==> src/rtl/enc_out_buf_ctrl.sv <==
// rtl/enc_out_buf_ctrl.sv - two-slot encoder output buffer sequencer (fill slot 1, slot 2, read pair)
// Optional stall watchdog enabled by defining ENC_BUF_TIMEOUT_EN.
module enc_out_buf_ctrl #(
  parameter int CNT_W          = 8,
  parameter int TIMEOUT_CYCLES = 1024
) (
  input  logic             clk_i,
  input  logic             rst_ni,
  input  logic             start_i,
  input  logic             abort_i,
  input  logic [CNT_W-1:0] num_pairs_i,
  input  logic             enc_valid_i,
  input  logic             rd_ready_i,
  output logic             buf_write_en_1_o,
  output logic             buf_write_en_2_o,
  output logic             buf_read_en_o,
  output logic             out_valid_o,
  output logic             busy_o,
  output logic             done_o,
  output logic             overflow_o,
  output logic [CNT_W-1:0] pair_cnt_o,
  output logic             timeout_o
);

  typedef enum logic [2:0] {IDLE, WAIT_1, WAIT_2, FULL, XFER} state_t;

  state_t           state_q, nxt, state_d;
  logic [CNT_W-1:0] cnt_q;
  logic             ovf_q, busy_q, zero_done_q;
  logic             we1, we2, re, drop;
  logic             timeout_c, kill, last_pair, start_ok;

  if (TIMEOUT_CYCLES < 2) begin : g_cfg_check
    $error("TIMEOUT_CYCLES must be at least 2");
  end

  assign last_pair = (cnt_q == CNT_W'(1));
  assign start_ok  = (state_q == IDLE) && start_i && !abort_i;

  // Unkilled next state and enables; abort/timeout are applied afterwards.
  always_comb begin
    nxt  = state_q;
    we1  = 1'b0;
    we2  = 1'b0;
    re   = 1'b0;
    drop = 1'b0;
    case (state_q)
      IDLE: begin
        drop = enc_valid_i;
        if (start_i && num_pairs_i != '0) nxt = WAIT_1;
      end
      WAIT_1: if (enc_valid_i) begin
        we1 = 1'b1;
        nxt = WAIT_2;
      end
      WAIT_2: if (enc_valid_i) begin
        we2 = 1'b1;
        nxt = FULL;
      end
      FULL: begin
        drop = enc_valid_i;
        if (rd_ready_i) begin
          re  = 1'b1;
          nxt = XFER;
        end
      end
      XFER: begin
        if (last_pair) begin
          drop = enc_valid_i;
          nxt  = IDLE;
        end else if (enc_valid_i) begin
          // slot 1 contents were captured by the read, so it may be refilled now
          we1 = 1'b1;
          nxt = WAIT_2;
        end else begin
          nxt = WAIT_1;
        end
      end
      default: nxt = IDLE;
    endcase
  end

`ifdef ENC_BUF_TIMEOUT_EN
  localparam int StallW = $clog2(TIMEOUT_CYCLES + 1);

  logic [StallW-1:0] stall_q;
  logic              stall_state;

  assign stall_state = (state_q == WAIT_1) || (state_q == WAIT_2) || (state_q == FULL);

  always_ff @(posedge clk_i or negedge rst_ni) begin
    if (!rst_ni)                                  stall_q <= '0;
    else if (state_d != state_q || !stall_state)  stall_q <= '0;
    else                                          stall_q <= stall_q + 1'b1;
  end

  always_comb begin
    timeout_c = 1'b0;
    if (!abort_i && stall_state && nxt == state_q &&
        stall_q == StallW'(TIMEOUT_CYCLES - 1))
      timeout_c = 1'b1;
  end
`else
  always_comb begin
    timeout_c = 1'b0;
  end
`endif

  assign kill    = abort_i || timeout_c;
  assign state_d = kill ? IDLE : nxt;

  assign buf_write_en_1_o = we1 && !kill;
  assign buf_write_en_2_o = we2 && !kill;
  assign buf_read_en_o    = re && !kill;
  assign out_valid_o      = (state_q == XFER);
  assign busy_o           = busy_q;
  assign done_o           = zero_done_q || ((state_q == XFER) && last_pair && !abort_i);
  assign overflow_o       = ovf_q;
  assign pair_cnt_o       = cnt_q;
  assign timeout_o        = timeout_c;

  always_ff @(posedge clk_i or negedge rst_ni) begin
    if (!rst_ni) begin
      state_q     <= IDLE;
      busy_q      <= 1'b0;
      cnt_q       <= '0;
      ovf_q       <= 1'b0;
      zero_done_q <= 1'b0;
    end else begin
      state_q     <= state_d;
      busy_q      <= (state_d != IDLE);
      zero_done_q <= start_ok && (num_pairs_i == '0);
      if (kill)                   cnt_q <= '0;
      else if (start_ok)          cnt_q <= num_pairs_i;
      else if (state_q == XFER)   cnt_q <= cnt_q - 1'b1;
      if (start_ok)               ovf_q <= 1'b0;
      else if (drop && !abort_i)  ovf_q <= 1'b1;
    end
  end

endmodule
==> config.mk <==
export PLATFORM = sky130hd
export DESIGN_NAME = enc_out_buf_ctrl
export DESIGN_NICKNAME = d
export VERILOG_FILES = /design/src/rtl/enc_out_buf_ctrl.sv
export SDC_FILE = /design/constraint.sdc
export NUM_CORES = 1
export LEC_CHECK = 0
export BUFFER_PORTS_ARGS = -buffer_cell sky130_fd_sc_hd__clkbuf_2
export CORE_ASPECT_RATIO = 1.5
export CORE_UTILIZATION = 30
export CTS_CLUSTER_SIZE = 8
export DETAILED_ROUTE_END_ITERATION = 8
export GPL_ROUTABILITY_DRIVEN = 0
export PLACE_DENSITY_LB_ADDON = 0.1
export SLEW_MARGIN = 10
export SYNTH_ARGS = -nofsm -noshare
export SYNTH_HDL_FRONTEND = slang
export SYNTH_SLANG_ARGS = --single-unit
==> constraint.sdc <==
create_clock -name clk_i -period 3.05 [get_ports clk_i]
set_input_delay 0.4575 -clock clk_i [delete_from_list [all_inputs] [get_ports clk_i]]
set_output_delay 0.4575 -clock clk_i [all_outputs]
set_load 0.05 [all_outputs]
==> qor.csv, run 1 <==
metric,value,unit
DR pass1 iterations,4,
post-CTS sizing,0,
"most common cell after layout, fill and taps aside",clkbuf_2,
reg2reg setup slack,0.93,ns
Hold Buf Count CTS,0,
most area-consuming cells after synthesis,"dfrtp_1, nor2_1, a211oi_1",
H-tree Lvls,1,
overall power consumption,553,uW
All-Layer GR Usage,0.170,
most frequent cells in the layout,"clkbuf_2, dfrtp_1, nor2_1",
yosys warns,0,
Worst-Skew Late Latency,0.25,ns
Initial Utilization,0.315,
Net Sw Frac,0.379,
setup slack after layout,0.415,ns
sequential power share,0.408,
"Setup Fix Bufs, Post-CTS",0,
most area-hungry cell type in the Yosys netlist,dfrtp_1,
Die Area,3260,sq um
Port Buffer Count,28,
initial antenna violation count,0,
# clock sinks,14,
r2r endpoint,busy_o,
final wirelength,2420,microns
Combinational Power Share,0.315,
grt ovf,0,
skew final,0.00242,ns
Critical Path RT,2.59,ns
"worst slack, placed",0.677,ns
dpl cells,162,
Antenna Nets Post-Route,0,
Max Slew Vio Count,0,
LEAKAGE,0.504,nW
Mapped Cells,102,
R2R depth,6,
first-pass GRT wire length,4010,microns
Critical Path Start Type,flop,
min cycle time layout,2.63,ns
share of the yosys chip area belonging to registers,0.386,
hold slack,0.114,ns
Hold Crit Class,in2async,
Final #Nets,144,
area grow syn2layout,21.9,%
layout cell share with drive strength beyond 1,0.333,
final cell count without fillers,165,
fmax,0.380,GHz
critical path type,reg2out,
WL/cell,14.6,microns
Core Region,2880,sq um
vias in the first global route,853,
Yosys cell types,39,
Synth Net Count,118,
crit share post-route,0.864,
post-synth top area share,0.386,
number of synthesized register bits,14,
Max rail drop VDD,0.262,mV
Clock Path Buffers,2,
TritonCTS clock tree,done,
I/O pin count,30,
crit-path max FO,5,
final hold vios,0,
post-DP HPWL,1820,microns
total internal power,343,uW
pwr dens,499,nW/um^2
final setup fails,0,
vias per cell,5.08,
largest net degree at the start of global routing,19,
remaining routing DRC violations,0,
CTS root buffer,clkbuf_8,
setup_tns,0,ns
Post-Synthesis Cell Area,908,sq um
Via Count,839,
clk slew on worst S/H paths,0.06,ns
Max Cap Viol,0,
number of DRC markers in iteration 0,5,
row cnt,24,
NetSw,209,uW
syn_area_per_cell,8.91,sq um
status,finished clean,
Die Y,69.4,microns
RR Startpoint,pair_cnt_o[1],
antenna diode count,0,
Clk network pwr share,0.276,
die width,46.9,microns
Worst Path Arrival,2.18,ns
RSZ-0062 raised after global routing,false,
Crit. Startpoint,pair_cnt_o[1],
Num CTS Buffers,3,
CP Capture Type,output port,
-- power groups by stage --
stage                     Sequential, mW  Clock, mW  Combinational (mW)
after CTS                          0.226      0.159               0.176
after detailed placement           0.229          0               0.175
after floorplan                    0.276          0              0.0807
after global placement             0.228          0               0.175
final                              0.226      0.153               0.174
after global routing               0.229      0.165               0.190
-- kinds of logic after synthesis --
logic type | after synthesis | share of synthesized area
fa+ha+maj | 2 | 0.0275
compound gates | 21 | 0.165
xor+xnor | 6 | 0.0579
simple gates | 43 | 0.271
other cells | 1 | 0.00413
flops | 14 | 0.386
mux | 2 | 0.0234
buf+inv | 13 | 0.0647
-- final cells by class --
| type | count | area [sq um] |
|---|---|---|
| clock buffers | 3 | 41.3 |
| fillers | 326 | 1780 |
| inverters | 6 | 22.5 |
| multi-input cells | 75 | 504 |
| flip-flops and latches | 14 | 350 |
| well taps | 39 | 48.8 |
| repair buffers | 28 | 140 |
-- critical path: stages, from the launching register on --
cell	delay (ns)
dfrtp_1	0.42
inv_1	0.09
ha_1	0.14
or3b_2	0.44
or2_2	0.32
o31ai_2	0.19
clkbuf_2	0.31
-- metrics by stage --
stage,utilization,cell area (sq um)
final,0.384,1110
after global routing,0.384,1110
after CTS,0.384,1110
after detailed placement,0.370,1070
after global placement,0.370,1070
after floorplan,-,913
-- metal layers --
metal / track usage / part of all wire
met5: 0 / 0
met3: 0.0260 / 0.038
met2: 0.270 / 0.51
met4: 0.0794 / 0.019
met1: 0.217 / 0.44
-- state kept, by name (all words and copies together) (netlist names) --
name and cells:
zero_done_q 1, state_q 3, pair_cnt_o 8, busy_o 1, overflow_o 1
-- cell usage after synthesis --
cell type / count
dfrtp_1: 14
nor2_1: 11
a21oi_1: 6
inv_1: 6
nand2_1: 6
a211oi_1: 5
buf_2: 5
nor3_1: 5
xor2_1: 4
nor2b_1: 3
nor4_1: 3
a311oi_1: 2
ha_1: 2
nand2b_1: 2
or2_2: 2
or3b_2: 2
xnor2_1: 2
a2111oi_0: 1
a211oi_2: 1
a31o_2: 1
a31oi_1: 1
and3_1: 1
buf_4: 1
clkbuf_1: 1
conb_1: 1
mux2_2: 1
mux2i_1: 1
nand3_1: 1
nor3b_1: 1
nor4b_2: 1
o211ai_1: 1
o21ai_0: 1
o31a_1: 1
o31ai_1: 1
or3_1: 1
or3b_1: 1
or4_1: 1
or4_4: 1
or4b_2: 1
-- worst max-delay path by stage --
| stage | end |
|---|---|
| after CTS | done_o |
| after global routing | done_o |
| after floorplan | buf_write_en_1_o |
| after detailed placement | done_o |
| after global placement | done_o |
| final | done_o |
Note: power is estimated with default switching activity, not from simulation.
==> run 2: changes to the inputs <==
Settings changed: CORE_UTILIZATION 30 to 23.
==> run 2 against run 1 <==
Clock power grew 20%. Sequential share of layout area shrank 0.53 points. Utilization shrank 8.1 points. Via count shrank 1.4%. Critical endpoint unchanged.
==> qor.csv, run 2 (synthesis gave the netlist of run 1 again) <==
metric,value,unit
Worst-Skew Late Latency,0.25,ns
first-pass GRT wire length,4130,microns
final cell count without fillers,170,
TritonCTS clock tree,done,
number of flip-flops in the largest register,8,
Die Y,79.0,microns
All-Layer GR Usage,0.138,
Num CTS Buffers,3,
area taken by multi-input logic gates,504,sq um
final wirelength,2550,microns
antenna diode count,0,
Initial Utilization,0.244,
Clock Path Buffers,2,
R2R depth,6,
setup_tns,0,ns
Max rail drop VDD,0.224,mV
"Buf+Inv Stages, Crit Path",2,
min cycle time layout,2.60,ns
Register Area,350,sq um
fmax,0.385,GHz
Critical Path Start Type,flop,
clk slew on worst S/H paths,0.06,ns
final setup fails,0,
largest net degree at the start of global routing,19,
grt ovf,0,
crit-path max FO,5,
max incr delay on CP,0.44,ns
# clock sinks,14,
pwr dens,518,nW/um^2
most frequent cells in the layout,"clkbuf_2, dfrtp_1, nor2_1",
CTS root buffer,clkbuf_8,
LEAKAGE,0.511,nW
cells along the critical path,"inv_1, ha_1, or3b_2, or2_2, o31ai_2, clkbuf_2",
Core Region,3720,sq um
cell family with most CP delay,simple AND/OR/NAND/NOR gates,
RSZ-0062 raised after global routing,false,
layout cell share with drive strength beyond 1,0.339,
overall power consumption,583,uW
Max Cap Viol,0,
initial antenna violation count,0,
vias per cell,4.86,
post-CTS sizing,0,
RR Startpoint,pair_cnt_o[1],
CP Capture Type,output port,
final hold vios,0,
DR pass1 iterations,4,
Antenna Nets Post-Route,0,
"Setup Fix Bufs, Post-CTS",0,
Via Count,827,
remaining routing DRC violations,0,
crit share post-route,0.853,
status,finished clean,
die width,53.3,microns
skew final,0.00294,ns
area grow syn2layout,24.0,%
reg2reg setup slack,0.94,ns
critical path type,reg2out,
I/O pin count,30,
hold slack,0.118,ns
Die Area,4210,sq um
Critical Path RT,2.59,ns
dpl cells,166,
Final #Nets,144,
Port Buffer Count,28,
Worst Path Arrival,2.14,ns
Hold Buf Count CTS,0,
number of DRC markers in iteration 0,10,
"Slowest-stage cell, CP",or3b_2,
r2r endpoint,busy_o,
vias in the first global route,852,
H-tree Lvls,1,
WL/cell,15.0,microns
Max Slew Vio Count,0,
row cnt,27,
Hold Crit Class,in2async,
post-DP HPWL,1960,microns
"most common cell after layout, fill and taps aside",clkbuf_2,
Fill cells,421,
run 2: worst max-delay path by stage:
| stage | slack, ns | depth (start not counted) | to | from |
|---|---|---|---|---|
| 3_5_place_dp | 0.70 | 6 | done_o | pair_cnt_o[1] |
| 6_report | 0.45 | 6 | done_o | pair_cnt_o[1] |
| 4_1_cts | 0.42 | 6 | done_o | pair_cnt_o[1] |
| 3_3_place_gp | 0.74 | 6 | done_o | pair_cnt_o[1] |
| 5_1_grt | 0.34 | 6 | done_o | pair_cnt_o[1] |
| 2_1_floorplan | 0.03 | 6 | buf_write_en_1_o | pair_cnt_o[1] |
run 2: final cells by class:
cell class,instances,share of cell area
multi-input combinational,75,0.448
sequential,14,0.311
timing repair buffer,28,0.124
clock buffer,4,0.0489
tap,43,0.0478
inverter,6,0.0200
run 2: routing by layer:
layer | GRT usage | vias up | wire length [microns]
li1 | - | 415 | -
met1 | 0.167 | 380 | 1040
met2 | 0.231 | 26 | 1320
met3 | 0.0192 | 6 | 122
met4 | 0.0658 | 0 | 59
met5 | 0 | - | 0
run 2: through the flow:
stage	instance area, sq um	worst slack, ns	util
6_report	1130	0.450	0.303
5_1_grt	1130	0.339	0.303
4_1_cts	1130	0.421	0.303
3_5_place_dp	1070	0.696	0.288
3_3_place_gp	1070	0.737	0.288
2_1_floorplan	913	0.0316	-
run 2: power by group:
part	internal, mW	leakage, nW	switching (mW)
combinational	0.0519	0.298	0.122
sequential	0.204	0.185	0.0222
clock	0.114	0.0288	0.0687
==> run 3: changes to the inputs <==
Settings changed: ABC_AREA from default to 1, SETUP_SLACK_MARGIN from default to 0.3.
==> run 3 against run 2 <==
Count of clock-buffer cells in the layout is the same. Clock skew shrank 0.0018 ns. Non-clock buffer count is the same. Sequential power grew 16%. Utilization grew 0.56 points. Area after synthesis grew 2.1%. First-iteration DRC count grew 100%. Critical endpoint unchanged.
==> qor.csv, run 3 <==
metric,value,unit
status,finished clean,
Critical Path RT,2.59,ns
post-synth top area share,0.378,
Post-Synthesis Cell Area,927,sq um
share of the yosys chip area belonging to registers,0.378,
# clock sinks,14,
Worst Path Arrival,1.68,ns
syn_area_per_cell,6.97,sq um
area grow syn2layout,24.8,%
die width,53.8,microns
Util after Layout,0.309,
Via Count,962,
overall power consumption,829,uW
Port Buffer Count,28,
grt ovf,0,
"worst slack, placed",1.19,ns
vias in the first global route,932,
number of flip-flops in the largest register,8,
"EDFF count, synth",0,
DR pass1 iterations,4,
Die Y,79.8,microns
Relative slew margins,0.655,
number of synthesized register bits,14,
Final #Nets,180,
Max Slew Vio Count,0,
"most common cell after layout, fill and taps aside",nand2_1,
layout cell share with drive strength beyond 1,0.233,
I/O pin count,30,
Critical Path Start Type,flop,
CP Capture Type,output port,
Die Area,4290,sq um
Antenna Nets Post-Route,0,
antenna diode count,0,
row cnt,27,
WL/cell,12.9,microns
Max Cap Viol,0,
critical path type,reg2out,
LEAKAGE,0.642,nW
crit share post-route,0.700,
All-Layer GR Usage,0.140,
Yosys cell types,23,
Clock Path Buffers,2,
most frequent cell after synthesis,nand2_1,
largest net degree at the start of global routing,15,
min cycle time layout,2.13,ns
CTS root buffer,clkbuf_8,
first-pass GRT wire length,4280,microns
TritonCTS clock tree,done,
crit-path max FO,5,
Synth async-reset ratio,1.00,
final hold vios,0,
Max rail drop VDD,0.264,mV
most area-consuming cells after synthesis,"dfrtp_1, nand2_1, nor2_1",
Worst-Margin Slew,0.515,ns
leading cell types by count after synthesis,"nand2_1, nor2_1, dfrtp_1, inv_1, o21ai_0",
hold slack,0.121,ns
remaining routing DRC violations,0,
initial antenna violation count,0,
final setup fails,0,
fmax,0.469,GHz
Core Region,3750,sq um
vias per cell,4.67,
RSZ-0062 raised after global routing,false,
clk slew on worst S/H paths,0.06,ns
Num CTS Buffers,3,
Hold Buf Count CTS,0,
H-tree Lvls,1,
"Top FF cell, synth",dfrtp_1,
pwr dens,716,nW/um^2
number of DRC markers in iteration 0,20,
post-DP HPWL,2180,microns
"Setup Fix Bufs, Post-CTS",0,
yosys warns,0,
most area-hungry cell type in the Yosys netlist,dfrtp_1,
skew final,0.00115,ns
post-CTS sizing,0,
Mapped Cells,133,
final wirelength,2650,microns
setup_tns,0,ns
Synth Net Count,149,
most frequent cells in the layout,"nand2_1, clkbuf_2, nor2_1",
setup slack after layout,0.916,ns
Hold Crit Class,in2async,
Initial Utilization,0.247,
Worst-Skew Late Latency,0.24,ns
[run 3: cell families (layout without fill, tap and decap cells)]
family                   count (synthesis)  count (layout)  share of synthesized area
adder cells (fa/ha/maj)                  2               2                     0.0270
AND/OR/NAND/NOR                         74              74                      0.356
AO/OA/AOI/OAI                           21              21                      0.121
flip-flops                              14              14                      0.378
XOR/XNOR                                 3               3                     0.0283
other                                    1               1                    0.00404
buffers and inverters                   18              48                     0.0850
[run 3: routing by layer]
metal	wire length, microns	global-route usage
met1	1120	0.165
met4	36	0.0474
met2	1400	0.248
met5	0	0
met3	94	0.0171
[run 3: final timing paths]
kind / from / endpoint / slack [ns] / depth (start not counted)
setup / recovery: pair_cnt_o[3] / done_o / 0.92 / 5
hold / removal: rst_ni / state_q[0] / 0.12 / 1
setup reg to reg: state_q[1] / pair_cnt_o[6] / 1.40 / 4
hold reg to reg: overflow_o / overflow_o / 0.52 / 2
max in group asynchronous: rst_ni / pair_cnt_o[0] / 2.65 / 1
min in group clk_i: num_pairs_i[2] / pair_cnt_o[2] / 0.48 / 3
[run 3: through the flow]
| stage | instance area, sq um | instances |
|---|---|---|
| after floorplan | 927 | 133 |
| after global placement | 1100 | 202 |
| after detailed placement | 1100 | 202 |
| after CTS | 1160 | 206 |
| after global routing | 1160 | 206 |
| final | 1160 | 206 |
[run 3: final cells by class]
class / instances / area, sq um
Fill cell: 415 / 2590
Multi-Input combinational cell: 101 / 498
Sequential cell: 14 / 350
Timing Repair Buffer: 28 / 140
Inverter: 16 / 60.1
Clock buffer: 4 / 55.1
Tap cell: 43 / 53.8
[run 3: worst max-delay path, stage by stage (launching register included)]
cell and delay [ns]:
dfrtp_1 0.43, nor2_1 0.27, nand4_1 0.18, nor2_1 0.16, a21o_1 0.13, clkbuf_2 0.26
[run 3: report_power, final]
| part | leakage, nW | internal (mW) | total (mW) | switching, mW |
|---|---|---|---|---|
| clock network | 0.0288 | 0.114 | 0.183 | 0.0685 |
| logic | 0.430 | 0.106 | 0.383 | 0.277 |
| registers | 0.183 | 0.221 | 0.262 | 0.0412 |
